[src/rtl/alu_spi_pkg.sv]
// Shared types and frame layout for the SPI front end of the 4-bit ALU controller.
package alu_spi_pkg;

    localparam int DATA_W = 4;
    localparam int FRAME_W = 16;

    localparam int OP_MSB = 15;
    localparam int OP_LSB = 14;
    localparam int A_MSB  = 13;
    localparam int A_LSB  = 10;
    localparam int B_MSB  = 9;
    localparam int B_LSB  = 6;

    typedef enum logic [1:0] {
        OP_AND = 2'b00,
        OP_OR  = 2'b01,
        OP_ADD = 2'b10,
        OP_SUB = 2'b11
    } alu_op_t;

    typedef enum logic [1:0] {
        IDLE  = 2'b00,
        SHIFT = 2'b01,
        EXEC  = 2'b10,
        CAPT  = 2'b11
    } state_t;

    // Status word returned to the master during the following frame.
    function automatic logic [FRAME_W-1:0] miso_word(
        input logic [DATA_W-1:0] result,
        input logic [3:0]        cnt,
        input logic              err
    );
        return {result, cnt, err, 7'b0};
    endfunction

endpackage

[src/rtl/alu_spi_slave_sync_edge.sv]
// Multi-flop pin synchronizer with single-cycle rise/fall pulses on the synchronized level.
module spi_sync_edge #(
    parameter int   SYNC_STAGES = 2,
    parameter logic RST_VAL     = 1'b0
) (
    input  logic clk,
    input  logic rst,
    input  logic din,
    output logic dout,
    output logic rise,
    output logic fall
);

    logic [SYNC_STAGES-1:0] sync_q;
    logic                   prev_q;

    always_ff @(posedge clk or posedge rst) begin
        if (rst) begin
            sync_q <= {SYNC_STAGES{RST_VAL}};
            prev_q <= RST_VAL;
        end else begin
            sync_q <= {sync_q[SYNC_STAGES-2:0], din};
            prev_q <= sync_q[SYNC_STAGES-1];
        end
    end

    assign dout = sync_q[SYNC_STAGES-1];
    assign rise = dout & ~prev_q;
    assign fall = ~dout & prev_q;

endmodule

[src/rtl/alu_spi_slave.sv]
// SPI mode-0 slave: receives 16-bit ALU command frames, drives the ALU, returns the result next frame.
module alu_spi_slave
    import alu_spi_pkg::*;
#(
    parameter int SYNC_STAGES = 2,
    parameter int FRAME_BITS  = 16
) (
    input  logic        clk,
    input  logic        rst,
    input  logic        spi_sclk,
    input  logic        spi_cs_n,
    input  logic        spi_mosi,
    output logic        spi_miso,
    output logic [1:0]  alu_op,
    output logic [3:0]  alu_a,
    output logic [3:0]  alu_b,
    input  logic [3:0]  alu_result,
    output logic        frame_done,
    output logic        frame_err
);

    localparam logic [4:0] CNT_FULL = 5'(FRAME_BITS);
    localparam logic [4:0] CNT_OVR  = 5'(FRAME_BITS + 1);

    logic sclk_s, sclk_rise, sclk_fall;
    logic cs_n_s, cs_rise, cs_fall;
    logic [SYNC_STAGES-1:0] mosi_sync;
    logic mosi_s;

    state_t              state;
    logic [FRAME_W-1:0]  rx_shift;
    logic [FRAME_W-1:0]  tx_shift;
    logic [4:0]          bit_cnt;
    logic [DATA_W-1:0]   last_result;
    logic [3:0]          frame_cnt;
    logic                err_flag;
    logic                cs_pend;
    alu_op_t             op_field;

    spi_sync_edge #(.SYNC_STAGES(SYNC_STAGES), .RST_VAL(1'b0)) u_sclk_sync (
        .clk  (clk),
        .rst  (rst),
        .din  (spi_sclk),
        .dout (sclk_s),
        .rise (sclk_rise),
        .fall (sclk_fall)
    );

    // cs_n resets high so leaving reset never looks like a select.
    spi_sync_edge #(.SYNC_STAGES(SYNC_STAGES), .RST_VAL(1'b1)) u_cs_sync (
        .clk  (clk),
        .rst  (rst),
        .din  (spi_cs_n),
        .dout (cs_n_s),
        .rise (cs_rise),
        .fall (cs_fall)
    );

    always_ff @(posedge clk or posedge rst) begin
        if (rst) begin
            mosi_sync <= '0;
        end else begin
            mosi_sync <= {mosi_sync[SYNC_STAGES-2:0], spi_mosi};
        end
    end

    assign mosi_s   = mosi_sync[SYNC_STAGES-1];
    assign op_field = alu_op_t'(rx_shift[OP_MSB:OP_LSB]);
    assign spi_miso = (state == SHIFT) & ~cs_n_s & tx_shift[FRAME_W-1];

    always_ff @(posedge clk or posedge rst) begin
        if (rst) begin
            state       <= IDLE;
            rx_shift    <= '0;
            tx_shift    <= '0;
            bit_cnt     <= '0;
            last_result <= '0;
            frame_cnt   <= '0;
            err_flag    <= 1'b0;
            cs_pend     <= 1'b0;
            alu_op      <= '0;
            alu_a       <= '0;
            alu_b       <= '0;
            frame_done  <= 1'b0;
            frame_err   <= 1'b0;
        end else begin
            frame_done <= 1'b0;
            frame_err  <= 1'b0;
            case (state)
                IDLE: begin
                    if (cs_fall || cs_pend) begin
                        tx_shift <= miso_word(last_result, frame_cnt, err_flag);
                        err_flag <= 1'b0;
                        bit_cnt  <= '0;
                        cs_pend  <= 1'b0;
                        state    <= SHIFT;
                    end
                end
                SHIFT: begin
                    if (cs_rise) begin
                        if (bit_cnt == CNT_FULL) begin
                            state <= EXEC;
                        end else begin
                            frame_err <= 1'b1;
                            err_flag  <= 1'b1;
                            state     <= IDLE;
                        end
                    end else if (!cs_n_s) begin
                        if (sclk_rise) begin
                            rx_shift <= {rx_shift[FRAME_W-2:0], mosi_s};
                            if (bit_cnt != CNT_OVR) begin
                                bit_cnt <= bit_cnt + 5'd1;
                            end
                        end
                        if (sclk_fall) begin
                            tx_shift <= {tx_shift[FRAME_W-2:0], 1'b0};
                        end
                    end
                end
                EXEC: begin
                    alu_op <= op_field;
                    alu_a  <= rx_shift[A_MSB:A_LSB];
                    alu_b  <= rx_shift[B_MSB:B_LSB];
                    if (cs_fall) begin
                        cs_pend <= 1'b1;
                    end
                    state <= CAPT;
                end
                CAPT: begin
                    last_result <= alu_result;
                    frame_cnt   <= frame_cnt + 4'd1;
                    frame_done  <= 1'b1;
                    if (cs_fall) begin
                        cs_pend <= 1'b1;
                    end
                    state <= IDLE;
                end
                default: state <= IDLE;
            endcase
        end
    end

endmodule
[config.mk]
export PLATFORM = sky130hd
export DESIGN_NAME = alu_spi_slave
export DESIGN_NICKNAME = d
export VERILOG_FILES = /design/src/rtl/alu_spi_pkg.sv /design/src/rtl/alu_spi_slave_sync_edge.sv /design/src/rtl/alu_spi_slave.sv
export SDC_FILE = /design/constraint.sdc
export NUM_CORES = 1
export LEC_CHECK = 0
export BUFFER_PORTS_ARGS = -buffer_cell sky130_fd_sc_hd__buf_4
export CAP_MARGIN = 20
export CORE_MARGIN = 1.5
export CORE_UTILIZATION = 50
export DETAILED_ROUTE_END_ITERATION = 12
export PLACE_DENSITY = 0.74
export SYNTH_ARGS = -nofsm -noshare
export SYNTH_HDL_FRONTEND = slang
export SYNTH_SLANG_ARGS = --single-unit
[constraint.sdc]
create_clock -name clk -period 3.8 [get_ports clk]
set_clock_uncertainty 0.05 [all_clocks]
set_input_delay 0.76 -clock clk [delete_from_list [all_inputs] [get_ports clk]]
set_output_delay 0.76 -clock clk [all_outputs]
set_load 0.02 [all_outputs]
### Word-level counts from Yosys, hierarchy flattened

Cells that the tools add are included.

* bits in registers: 69
* input bits: 9
* output and inout bits: 13
* logic and storage cells: 81

* add/sub/neg operators: 2
* eq/ne operators: 14
* mux-type cells: 25
* bitwise logic cells: 11
* reduce and logical (&&, ||, !) cells: 11

Operators by type and width (count)
* $mux W16: 4
* $pmux W16 S2: 1
* $mux W5: 5
* $ne A2 B2 Y1 const B: 7
* $pmux W5 S2: 1
* $mux W1: 8
* $pmux W2 S4: 1
* $reduce_and A4 Y1: 2
* $and A1 B1 Y1: 6
* $mux W2: 3
* $reduce_and A6 Y1: 1
* $add A5 B1 Y5 const B: 1
* $eq A5 B5 Y1 const B: 1
* $ne A5 B5 Y1 const B: 1
* $not A1 Y1: 5
* $reduce_and A5 Y1: 1
* $add A4 B1 Y4 const B: 1
* $eq A2 B2 Y1 const B: 2
* $ne A2 B1 Y1 const B: 2
* $pmux W1 S2: 2
* $reduce_bool A2 Y1: 2
* $reduce_and A3 Y1: 1
* $eq A2 B1 Y1 const B: 1
* $logic_not A2 Y1: 1
* other kinds (3): 3

### Logic depth before layout (Yosys ltp)

* depth after elaboration: 6
* gate-level depth with buffers: 6
* depth with buffers taken out: 5

### Hierarchy

From an unflattened synthesis, not the netlist that was laid out.

* cells, all modules: 182
* area, all modules: 2529.9 µm²

Modules (own cells, without submodules)
* alu_spi_slave: instances 1, cells an instance 170, area an instance 2338.5 µm², seq. area each 1401.3 µm²
* spi_sync_edge (u_cs_sync): instances 1, cells an instance 6, area an instance 97.6 µm², seq. area each 78.8 µm²
* spi_sync_edge (u_sclk_sync): instances 1, cells an instance 6, area an instance 93.8 µm², seq. area each 75.1 µm²

### Least setup slack after synthesis

Ideal clock, no wire load.

* kind: reg2out
* from: reg (tool-made name)
* to: out spi_miso
* data arrival time: 1.348 ns
* required time: 2.990 ns
* path slack: 1.642 ns
* stages on the path, launching flop included: 5
* buffers on the path: 2
* cells stage by stage: dfrtp_1 > buf_6 > nand2b_4 > clkbuf_1 > nor3b_1

RTL lines
* to (decl): RTL line alu_spi_slave.sv:13 `output logic spi_miso,`

==> impl_metrics.py <==
metrics = {
    "outcome": {
        "run_status": "finished, final reports clean",
    },
    "critical_path": {
        "r2r_setup_slack_ns": 1.89,
        "cp_max_fo": 14,
        "cp-end-kind": "output pin",
        "cp.arrival_ns": 1.43,
        "ff2ff_path_depth": 4,
        "crit_chain": "nand2b_4, nor3b_1, buf_4",
        "max_stage_delay_ns": 0.46,
        "r2r-end": "bit_cnt[4]",
        "crit_slowest_cell": "dfrtp_1",
        "cp-start-kind": "flip-flop",
        "crit_type": "flip-flop to output pin",
        "required_ns": 2.99,
    },
    "die": {
        "die_y_um": 75.16,
        "dieArea_mm2": 0.005649,
        "start_util_pct": 51.31,
        "fp.dieW_um": 75.16,
        "rows": 26,
        "coreArea_mm2": 0.005075,
        "num_io_pins": 22,
    },
    "cts": {
        "path_clk_slew_ns": 0.06,
        "cts_sinks": 62,
        "cts_buffers": 9,
        "ctsRootBufferMaster": "clkbuf_8",
        "cts_tree": "built",
        "postCtsSetupBuffers": 0,
        "cts_resized": 0,
        "clock_latency_ns": 0.33,
        "cts_buffer_depth": 2,
        "cts_max_level": 3,
        "hold_buffers": 0,
    },
    "min_path": {
        "hold_depth": 0,
        "hold_path_end": "u_sclk_sync.sync_q[1]",
        "hp-start": "u_sclk_sync.sync_q[0]",
        "hp-class": "flip-flop to flip-flop",
    },
    "cells_and_area": {
        "finalNetCount": 232,
        "diodes": 0,
        "drive_gt1_share_pct": 37.05,
        "post-route-util_pct": 58.70,
        "syn_to_final_growth_pct": 14.42,
    },
    "drt": {
        "drc": 0,
        "antenna_left": 0,
        "routed_wirelength_um": 4063,
        "drt_iter0_markers": 70,
        "post_drt_via_cell_ratio": 5.173,
        "via_count": 1521,
        "wl_per_cell_um": 13.82,
        "dr.pass1.iters": 4,
    },
    "placed_design": {
        "post-place-ws_ns": 1.911,
        "place.gp.congestion": 0.7293,
        "dp_hpwl_um": 2685,
        "io_buffers": 21,
    },
    "logic_synthesis": {
        "synth_cells": 194,
        "synth_top_cell_by_area": "dfrtp_1",
        "ys_types": 39,
        "ys.flop_type": "dfrtp_1",
        "synth_edf_count": 0,
        "syn_area_mm2": 0.002604,
        "syn_nets": 207,
        "netlist_top_cells_count": "59 x dfrtp_1, 29 x mux2_2, 28 x nand2_1",
        "syn_avg_cell_area_um2": 13.42,
        "synth_most_common_cell": "dfrtp_1",
        "yosysSeqAreaShare_pct": 59.73,
        "synthArstFlopShare_pct": 100.0,
        "yosysTopAreaCellShare_pct": 56.70,
        "ys_seq_elements": 62,
        "ys_warn_count": 0,
        "ys_top_cells_by_area": "dfrtp_1 57%, mux2_2 13%, mux2_4 5.8%",
    },
    "sta": {
        "tightest_slew_ns": 0.8202,
        "fin_tns_setup_ns": 0,
        "fmax_ghz": 0.4454,
        "setup_viol": 0,
        "relSlewSlack_pct": 45.21,
        "finalHoldViolations": 0,
        "final.min_clock_period_ns": 2.245,
        "grt_setup_unrepaired": "no",
        "final_max_slew_viol_count": 0,
        "post-route-period-util_pct": 59.08,
        "worst_slack_ns": 1.555,
    },
    "global_routing": {
        "grt.total_usage_pct": 16.41,
        "antenna_found_initial": 0,
        "grt_overflow": 0,
        "grt_pass1_vias": 1453,
        "grt_pass1_wl_um": 6672,
        "grt_max_degree": 34,
    },
    "run": {
        "drv_cap": 0,
    },
    "pwr": {
        "p_per_area_mw_per_mm2": 503.8,
        "p_leak_uw": 0.001520,
        "p_total_uw": 1501,
        "irDropWorstVdd_mv": 0.3512,
    },
}
[layout by cell type, fill, tap and decap left out, drive strengths merged, types with 3 or more instances in the layout]
| master | count |
|---|---|
| a21oi | 4 |
| buf | 22 |
| clkbuf | 13 |
| dfrtp | 59 |
| dfstp | 3 |
| ha | 4 |
| inv | 6 |
| mux2 | 39 |
| nand2 | 28 |
| nand2b | 3 |
| nand3 | 5 |
| nor2 | 3 |
| nor2b | 3 |
| o21ai | 3 |
[cell type report]
cell class	instances	area, µm²
Fill cell	438	2096
Sequential cell	62	1555
Multi-Input combinational cell	118	962.2
Clock buffer	13	168.9
Timing Repair Buffer	22	165.2
Tap cell	70	87.58
Inverter	6	22.52
Clock inverter	3	17.52
[flip-flops by register name (all words and copies together), names as in the netlist, 2 cells and up, named ones only]
signal              flops
mosi_sync               2
u_cs_sync.sync_q        2
bit_cnt                 5
alu_op                  2
last_result             4
alu_b                   4
u_sclk_sync.sync_q      2
tx_shift                9
alu_a                   4
rx_shift               16
frame_cnt               4
[per-stage QoR]
stage	area (µm²)	hold WS, ns	cells
finish	2979	0.2969	294
global placement	2793	0.2829	278
floorplan	2604	0.2812	194
global route	2979	0.3109	294
detailed placement	2793	0.2871	278
CTS	2979	0.3022	294
[where the power goes]
part | internal (µW) | switching, µW | total [µW]
registers | 735 | 56.0 | 791
clock network | 288 | 234 | 522
logic | 102 | 85.6 | 188
[per-layer routing]
layer | GRT usage [%] | share of wire, %
met4 | 7.738 | 1.9
met2 | 25.27 | 48
met5 | 0 | 0
met1 | 21.16 | 47
met3 | 5.355 | 3.5
[cells by family after synthesis]
| logic type | Yosys count | share of synthesized area [%] |
|---|---|---|
| xor+xnor | 3 | 1.009 |
| mux | 39 | 18.31 |
| compound gates | 18 | 4.998 |
| buf+inv | 14 | 3.316 |
| simple gates | 54 | 10.72 |
| fa+ha+maj | 4 | 1.922 |
| flops | 62 | 59.73 |
[worst max-delay path: cells and delay by family (launching register included)]
| family | cells | cell delay, ns |
|---|---|---|
| DFF | 1 | 0.46 |
| and+or+nand+nor | 2 | 0.47 |
| buffers and inverters | 1 | 0.18 |
[worst max path at each step]
stage               cells past startpoint           end  slack [ns]        startpoint
global route                            3      spi_miso        1.43          state[0]
CTS                                     3      spi_miso        1.54         flip-flop
floorplan                               1     async pin        1.45               rst
finish                                  3      spi_miso        1.56         flip-flop
detailed placement                      4  tx_shift[11]        1.91  u_cs_sync.prev_q
global placement                        3      spi_miso        1.91         flip-flop
Note: power is estimated with default switching activity, not from simulation.
